===== src/rtl/multicycle_divider_if.sv =====
// Request/response bundle for the iterative divider.
// master drives operands and out_ready; slave answers with in_ready and results.
interface multicycle_divider_if #(
    parameter int DATA_WIDTH = 32
);
    logic                  in_valid;
    logic                  in_ready;
    logic [DATA_WIDTH-1:0] A;
    logic [DATA_WIDTH-1:0] B;
    logic                  Signed;
    logic                  out_valid;
    logic                  out_ready;
    logic [DATA_WIDTH-1:0] Quotient;
    logic [DATA_WIDTH-1:0] Remainder;
    logic                  DivByZero;

    modport master (
        output in_valid, A, B, Signed, out_ready,
        input  in_ready, out_valid, Quotient, Remainder, DivByZero
    );

    modport slave (
        input  in_valid, A, B, Signed, out_ready,
        output in_ready, out_valid, Quotient, Remainder, DivByZero
    );
endinterface


===== src/rtl/multicycle_divider.sv =====
// Restoring divider for DIV/DIVU, one quotient bit per cycle.
// Ports: clk, rst (async, active-high), bus (slave: operands in, LO/HI out).
module multicycle_divider #(
    parameter int DATA_WIDTH = 32
) (
    input logic                  clk,
    input logic                  rst,
    multicycle_divider_if.slave  bus
);
    localparam int W  = DATA_WIDTH;
    localparam int CW = (W > 1) ? $clog2(W) : 1;

    typedef enum logic [1:0] {
        IDLE,
        CALC,
        DONE
    } state_t;

    state_t         state_q, state_d;
    logic [CW-1:0]  cnt_q, cnt_d;
    logic [W-1:0]   rem_q, rem_d;
    logic [W-1:0]   quo_q, quo_d;
    logic [W-1:0]   dvs_q, dvs_d;
    logic           sa_q, sa_d;
    logic           sb_q, sb_d;
    logic           dbz_q, dbz_d;
    logic [W-1:0]   q_res_q, q_res_d;
    logic [W-1:0]   r_res_q, r_res_d;
    logic           dz_res_q, dz_res_d;

    logic [W:0]     shifted;
    logic           borrow;
    logic [W-1:0]   rem_n;
    logic [W-1:0]   quo_n;
    logic [W-1:0]   q_fix;
    logic [W-1:0]   r_fix;
    logic           last;
    logic           a_neg;
    logic           b_neg;

    // One extra bit on the shifted remainder keeps |most-negative| exact.
    assign shifted = {rem_q, quo_q[W-1]};
    assign borrow  = shifted < {1'b0, dvs_q};
    // Remainder after a successful subtract is below the divisor, so W bits suffice.
    assign rem_n   = borrow ? shifted[W-1:0] : shifted[W-1:0] - dvs_q;
    assign quo_n   = {quo_q[W-2:0], ~borrow};
    assign last    = (cnt_q == CW'(W - 1));

    // sa_q/sb_q are only set for signed ops, so they gate correction alone.
    // A zero divisor leaves rem = |A|, so sign fixup restores the original A.
    assign q_fix = dbz_q ? '1 : ((sa_q ^ sb_q) ? -quo_n : quo_n);
    assign r_fix = sa_q ? -rem_n : rem_n;

    assign a_neg = bus.Signed & bus.A[W-1];
    assign b_neg = bus.Signed & bus.B[W-1];

    assign bus.in_ready  = (state_q == IDLE);
    assign bus.out_valid = (state_q == DONE);
    assign bus.Quotient  = q_res_q;
    assign bus.Remainder = r_res_q;
    assign bus.DivByZero = dz_res_q;

    always_ff @(posedge clk or posedge rst) begin
        if (rst) begin
            state_q  <= IDLE;
            cnt_q    <= '0;
            rem_q    <= '0;
            quo_q    <= '0;
            dvs_q    <= '0;
            sa_q     <= 1'b0;
            sb_q     <= 1'b0;
            dbz_q    <= 1'b0;
            q_res_q  <= '0;
            r_res_q  <= '0;
            dz_res_q <= 1'b0;
        end else begin
            state_q  <= state_d;
            cnt_q    <= cnt_d;
            rem_q    <= rem_d;
            quo_q    <= quo_d;
            dvs_q    <= dvs_d;
            sa_q     <= sa_d;
            sb_q     <= sb_d;
            dbz_q    <= dbz_d;
            q_res_q  <= q_res_d;
            r_res_q  <= r_res_d;
            dz_res_q <= dz_res_d;
        end
    end

    always_comb begin
        state_d  = state_q;
        cnt_d    = cnt_q;
        rem_d    = rem_q;
        quo_d    = quo_q;
        dvs_d    = dvs_q;
        sa_d     = sa_q;
        sb_d     = sb_q;
        dbz_d    = dbz_q;
        q_res_d  = q_res_q;
        r_res_d  = r_res_q;
        dz_res_d = dz_res_q;

        unique case (state_q)
            IDLE: begin
                if (bus.in_valid) begin
                    quo_d   = a_neg ? -bus.A : bus.A;
                    dvs_d   = b_neg ? -bus.B : bus.B;
                    sa_d    = a_neg;
                    sb_d    = b_neg;
                    dbz_d   = (bus.B == '0);
                    rem_d   = '0;
                    cnt_d   = '0;
                    state_d = CALC;
                end
            end
            CALC: begin
                rem_d = rem_n;
                quo_d = quo_n;
                cnt_d = cnt_q + 1'b1;
                if (last) begin
                    q_res_d  = q_fix;
                    r_res_d  = r_fix;
                    dz_res_d = dbz_q;
                    state_d  = DONE;
                end
            end
            DONE: begin
                if (bus.out_ready) begin
                    state_d = IDLE;
                end
            end
            default: begin
                state_d = IDLE;
            end
        endcase
    end
endmodule


===== src/flat_wrapper.sv =====
// flat-port wrapper written by rule: the top's interface ports become plain ports
module multicycle_divider_flat 
#(
    parameter int DATA_WIDTH = 32
)
  (clk, rst, bus_in_valid, bus_A, bus_B, bus_Signed, bus_out_ready, bus_in_ready, bus_out_valid, bus_Quotient, bus_Remainder, bus_DivByZero);
  multicycle_divider_if #(.DATA_WIDTH(DATA_WIDTH)) bus_i ();
  input logic clk;
  input logic rst;
  input wire logic [$bits(bus_i.in_valid)-1:0] bus_in_valid;
  input wire logic [$bits(bus_i.A)-1:0] bus_A;
  input wire logic [$bits(bus_i.B)-1:0] bus_B;
  input wire logic [$bits(bus_i.Signed)-1:0] bus_Signed;
  input wire logic [$bits(bus_i.out_ready)-1:0] bus_out_ready;
  output wire logic [$bits(bus_i.in_ready)-1:0] bus_in_ready;
  output wire logic [$bits(bus_i.out_valid)-1:0] bus_out_valid;
  output wire logic [$bits(bus_i.Quotient)-1:0] bus_Quotient;
  output wire logic [$bits(bus_i.Remainder)-1:0] bus_Remainder;
  output wire logic [$bits(bus_i.DivByZero)-1:0] bus_DivByZero;
  assign bus_i.in_valid = bus_in_valid;
  assign bus_i.A = bus_A;
  assign bus_i.B = bus_B;
  assign bus_i.Signed = bus_Signed;
  assign bus_i.out_ready = bus_out_ready;
  assign bus_in_ready = bus_i.in_ready;
  assign bus_out_valid = bus_i.out_valid;
  assign bus_Quotient = bus_i.Quotient;
  assign bus_Remainder = bus_i.Remainder;
  assign bus_DivByZero = bus_i.DivByZero;
  multicycle_divider #(.DATA_WIDTH(DATA_WIDTH)) u_core (.clk(clk), .rst(rst), .bus(bus_i));
endmodule

===== config.mk =====
export PLATFORM = sky130hd
export DESIGN_NAME = multicycle_divider_flat
export DESIGN_NICKNAME = d
export VERILOG_FILES = /design/src/rtl/multicycle_divider_if.sv /design/src/rtl/multicycle_divider.sv /design/src/flat_wrapper.sv
export SDC_FILE = /design/constraint.sdc
export NUM_CORES = 1
export LEC_CHECK = 0
export BUFFER_PORTS_ARGS = -buffer_cell sky130_fd_sc_hd__buf_2
export CAP_MARGIN = 10
export CORE_UTILIZATION = 55
export CTS_CLUSTER_SIZE = 24
export DETAILED_ROUTE_END_ITERATION = 8
export GPL_TIMING_DRIVEN = 0
export PLACE_DENSITY = 0.86
export SYNTH_ARGS = -nofsm -noshare
export SYNTH_HDL_FRONTEND = slang
export SYNTH_SLANG_ARGS = --single-unit

===== constraint.sdc =====
create_clock -name clk -period 11.3 [get_ports clk]
set_input_delay 2.26 -clock clk [delete_from_list [all_inputs] [get_ports clk]]
set_output_delay 2.26 -clock clk [all_outputs]
set_load 0.05 [all_outputs]

# == After elaboration in Yosys (flattened, before gate mapping) ==
# Cells that the tools add are included.
# totals
reg_bits,171
output_inout_bits,67
word_cells,51
in_bits,69
# op_classes
bitwise_logic,4
add_sub_neg,6
n_reduce_logical,7
magnitude_cmp,1
mux,16
n_eq_ne,6
# ops
cell,n
32-bit two-way mux,8
32-bit negation,4
32-bit case mux with 2 select lines,2
33-bit by 32-bit less-than comparator with 1-bit output,1
32-bit zero test,1
32-bit subtractor,1
5-bit case mux with 2 select lines,1
2-bit two-way mux,3
2-bit case mux with 3 select lines,1
2-bit AND reduction,3
5-bit by 1-bit adder with 5-bit output (second input constant),1
5-bit == test (second input constant),1
5-bit two-way mux,1
2-bit != test (second input constant),2
3-bit AND reduction,1
1-bit AND,2
2-bit by 1-bit == test with 1-bit output (second input constant),1
2-bit == test (second input constant),1
2-bit zero test,1
2-bit by 1-bit != test with 1-bit output (second input constant),1
2-bit nonzero test,1
1-bit inverter,1
1-bit bitwise XOR,1

# == Logic depth before layout (Yosys ltp) ==
# logic_depth
depth_word,5
mapped_depth,22
mapped_depth_nobuf,18

# == Least setup slack after synthesis ==
# OpenSTA, ideal clock, no wires.
# synth_timing
kind,reg2reg
start,register u_core.rem_q[21]
end,register u_core.r_res_q[30] (netlist: u_core.bus.Remainder[30])
arrival_time_ns,4.955
path_stages_with_launch,21
path_buffers,4
t_required_ns,11.170
period_less_slack_ns,5.084
setup_time_ns,0.130
setup_slack_ns,6.216
cell_sequence,dfrtp_1 > ha_1 > buf_2 > a21oi_2 > nor2b_1 > o21a_1 > or3_4 > a221oi_4 > nand2_4 > buf_2 > clkbuf_1 > buf_1 > o21ai_0 > ha_1 > o21ai_0 > or4b_4 > o22ai_4 > nand4_4 > o41ai_2 > xnor2_1 > o21ai_1
# synth_via
elab_chain_cells,4
elab_cells_between_ends,5
cone_classes,add/sub: 2; order compare: 1; mux: 2
# synth_lines
element,line,text
from (decl),multicycle_divider.sv:21,"logic [W-1:0] rem_q, rem_d;"
from (signal assigned),multicycle_divider.sv:79,rem_q <= rem_d;
32-bit subtractor or 33-bit by 32-bit less-than comparator with 1-bit output (tied branches),"multicycle_divider.sv:45, multicycle_divider.sv:43",
32-bit two-way mux (*),multicycle_divider.sv:45,assign rem_n = borrow ? shifted[W-1:0] : shifted[W-1:0] - dvs_q;
32-bit negation,multicycle_divider.sv:52,assign r_fix = sa_q ? -rem_n : rem_n;
32-bit two-way mux (*),multicycle_divider.sv:52,
to (signal assigned),multicycle_divider.sv:86,r_res_q <= r_res_d;
to (decl),multicycle_divider.sv:28,"logic [W-1:0] r_res_q, r_res_d;"
# Every way passes the cells marked *; elsewhere a longest branch is shown, timed or not.
# A chain may end at the register's enable or synchronous reset.

# == Final worst setup path ==
# layout_timing
start,register u_core.rem_q[7]
end,register u_core.r_res_q[30] (netlist: u_core.bus.Remainder[30])
# The elaborated chain is that of the path after synthesis.

==> impl_metrics.ini <==
[synth]
synth.avg_cell_area_um2 = 8.24
ys_seq_elements = 171
synthesis.area_um2 = 11500
synth_top_cell_by_area = dfrtp_1
postSynthCellCount = 1398
synth_edf_count = 0
synthTopCellsByArea = dfrtp_1 (37%), o21ai_0 (8.3%), nand2_1 (5.9%)
yosysSeqAreaShare_pct = 37.1
synth-main-ff-cell = dfrtp_1
synth_warnings = 0
netlist.area_leader.share_pct = 37.1
async_flop_share_pct = 100
yosysUniqueCellTypes = 71
synth_fp_nets = 1506

[cells_and_area]
antenna_cells = 0
final_cell_mix = o21ai_0 (191), nand2_1 (181), dfrtp_1 (171)
fin_util_pct = 65.0
fin_area_um2 = 13200
fin_nets = 1661
final_common_cell = o21ai_0
drive_gt1_share_pct = 12.6
area_growth_pct = 14.9

[clocking]
cts_made_buffers = 17
hold_buffers = 0
cts-root-buf = clkbuf_16
path_clk_slew_ns = 0.07
clock_latency_ns = 0.44
cts_tree = done
post_cts_buffers = 0
clockBufferDepth = 2
cts.sinks = 171
cts_htree_levels = 4
cts_resized = 0

[floorplan]
die_area_um2 = 21500
coreArea_um2 = 20400
row_count = 52
io_pins = 136
start_util_pct = 56.6
die_w_um = 147
die_y_um = 147

[hold_path]
holdPathStages = 2
hold_path.class = reg2reg

[sta]
setup_violations = 0
fin_crit_ns = 6.67
max_freq_mhz = 150
tns_ns = 0
rsz0062_at_grt = false
clock_skew_ns = 0.00910
tightest_slew_ns = 0.860
whs_ns = 0.480
relSlewSlack_pct = 42.1
min_period_over_period_pct = 59.1
drv_slew = 0
hold_viol_final = 0

[job]
maxCapViolCount = 0

[worst_setup_path]
startpoint_type = flop
cp_slowest_cell = or4b_4
cpLargestDelayFamily = compound AO/OA/AOI/OAI gates
cp_max_fo = 10
worst-path-stages = 21
crit_path_end_kind = flop
timing.reg2reg.worst_path_depth = 21
arrival_ns = 6.99
worstPathRequired_ns = 11.61
setup.worst_path.class = reg2reg
crit_chain = ha_1 -> clkbuf_1 -> nand2_1 -> o21ai_1 -> a21oi_1 -> a21boi_2 -> o211ai_2 -> nand2_4 -> buf_2 -> clkbuf_1 -> buf_1 -> nand2_1 -> o21ai_0 -> ha_1 -> o21ai_0 -> or4b_4 -> o22ai_4 -> nand4_4 -> o41ai_2 -> xnor2_1 -> o21ai_1
cp_num_buf_inv = 4
max_stage_delay_ns = 0.62

[grt]
grt_pass1_wl_mm = 55.1
first_global_vias = 10600
grt_max_degree = 124
antenna_found_initial = 0
grt_usage_pct = 32.3
grt_overflow = 0

[detailed_routing]
via_per_inst = 6.17
drtAntennaViolNets = 0
drt_iter0_drc = 1414
firstDrtPassIters = 8
routed-via-count = 11300
wl_per_cell_um = 18.7
drt_wl_total_mm = 34.3
drc = 0

[placement]
gp_congestion = 0.960
dpl.hpwl_mm = 26.5
portBuffers = 135
dpl_cell_area_um2 = 12600

[status]
status = completed
kinds of logic after synthesis:
group	after synthesis	synth area share, %
multiplexers	21	1.99
flip-flops	171	37.1
XOR/XNOR	141	10.7
adder cells (fa/ha/maj)	39	4.30
buffers and inverters	125	4.19
AND/OR/NAND/NOR	463	18.8
AO/OA/AOI/OAI	438	22.8
final cells by class:
type | instances | area [µm²]
plain buffers | 71 | 280
inverters | 54 | 210
clock inverters | 13 | 230
fillers | 1693 | 7130
repair buffers | 136 | 703
multi-input cells | 1102 | 6760
well taps | 270 | 338
flip-flops and latches | 171 | 4280
clock buffers | 19 | 433
flip-flops by register name, indices dropped and copies added (netlist names):
| name | flops |
|---|---|
| u_core.quo_q | 32 |
| u_core.sb_q | 1 |
| u_core.bus.Quotient | 32 |
| u_core.bus.DivByZero | 1 |
| u_core.rem_q | 32 |
| u_core.cnt_q | 5 |
| u_core.sa_q | 1 |
| u_core.dbz_q | 1 |
| u_core.dvs_q | 32 |
| u_core.state_q | 2 |
| u_core.bus.Remainder | 32 |
cell usage after synthesis (6+ instances only):
master / count
and3_1: 6
nor4_1: 18
nor3_1: 32
mux2i_1: 17
nand2b_1: 10
nand4_1: 15
xor2_1: 68
nor2_1: 97
o211ai_1: 6
nor2b_1: 11
a31oi_1: 13
dfrtp_1: 171
clkbuf_1: 59
o31ai_1: 19
o21ai_1: 17
nand2_1: 181
and2_1: 9
ha_1: 38
inv_1: 53
a22oi_1: 33
buf_1: 6
or3_1: 9
or4_1: 9
o21ai_0: 191
xnor2_1: 73
nand3_1: 50
a21oi_1: 103
o41ai_1: 10
path summary, 6_finish.rpt:
kind	startpoint	end	slack (ns)
min reg2reg	u_core.dvs_q[15]	u_core.dvs_q[15]	0.48
max in group asynchronous	rst	u_core.rem_q[18]	8.55
max	u_core.rem_q[7]	u_core.bus.Remainder[30]	4.63
max reg2reg	u_core.rem_q[7]	u_core.bus.Remainder[30]	4.63
min in group asynchronous	rst	u_core.dvs_q[6]	1.81
min	u_core.dvs_q[15]	u_core.dvs_q[15]	0.48
routing by layer:
layer	share of wire [%]	wire length, µm	track usage [%]
met1	44	14900	46.9
met2	44	14900	48.4
met3	11	3730	7.61
met4	2.0	695	8.23
met5	0	0	0
tightest hold or removal path: stages (launching register included):
cell	delay (ns)
dfrtp_1	0.34
nand2_1	0.05
o21ai_0	0.06
per-stage QoR:
step | instances | setup WS (ns)
floorplan | 1398 | 4.41
finish | 1836 | 4.63
global placement | 1803 | 2.72
detailed placement | 1804 | 4.90
CTS | 1836 | 4.87
global route | 1836 | 4.36
Power is left out: the tool's default activity adds up to more than one toggle a clock period on the data nets, which glitch-free logic cannot reach.
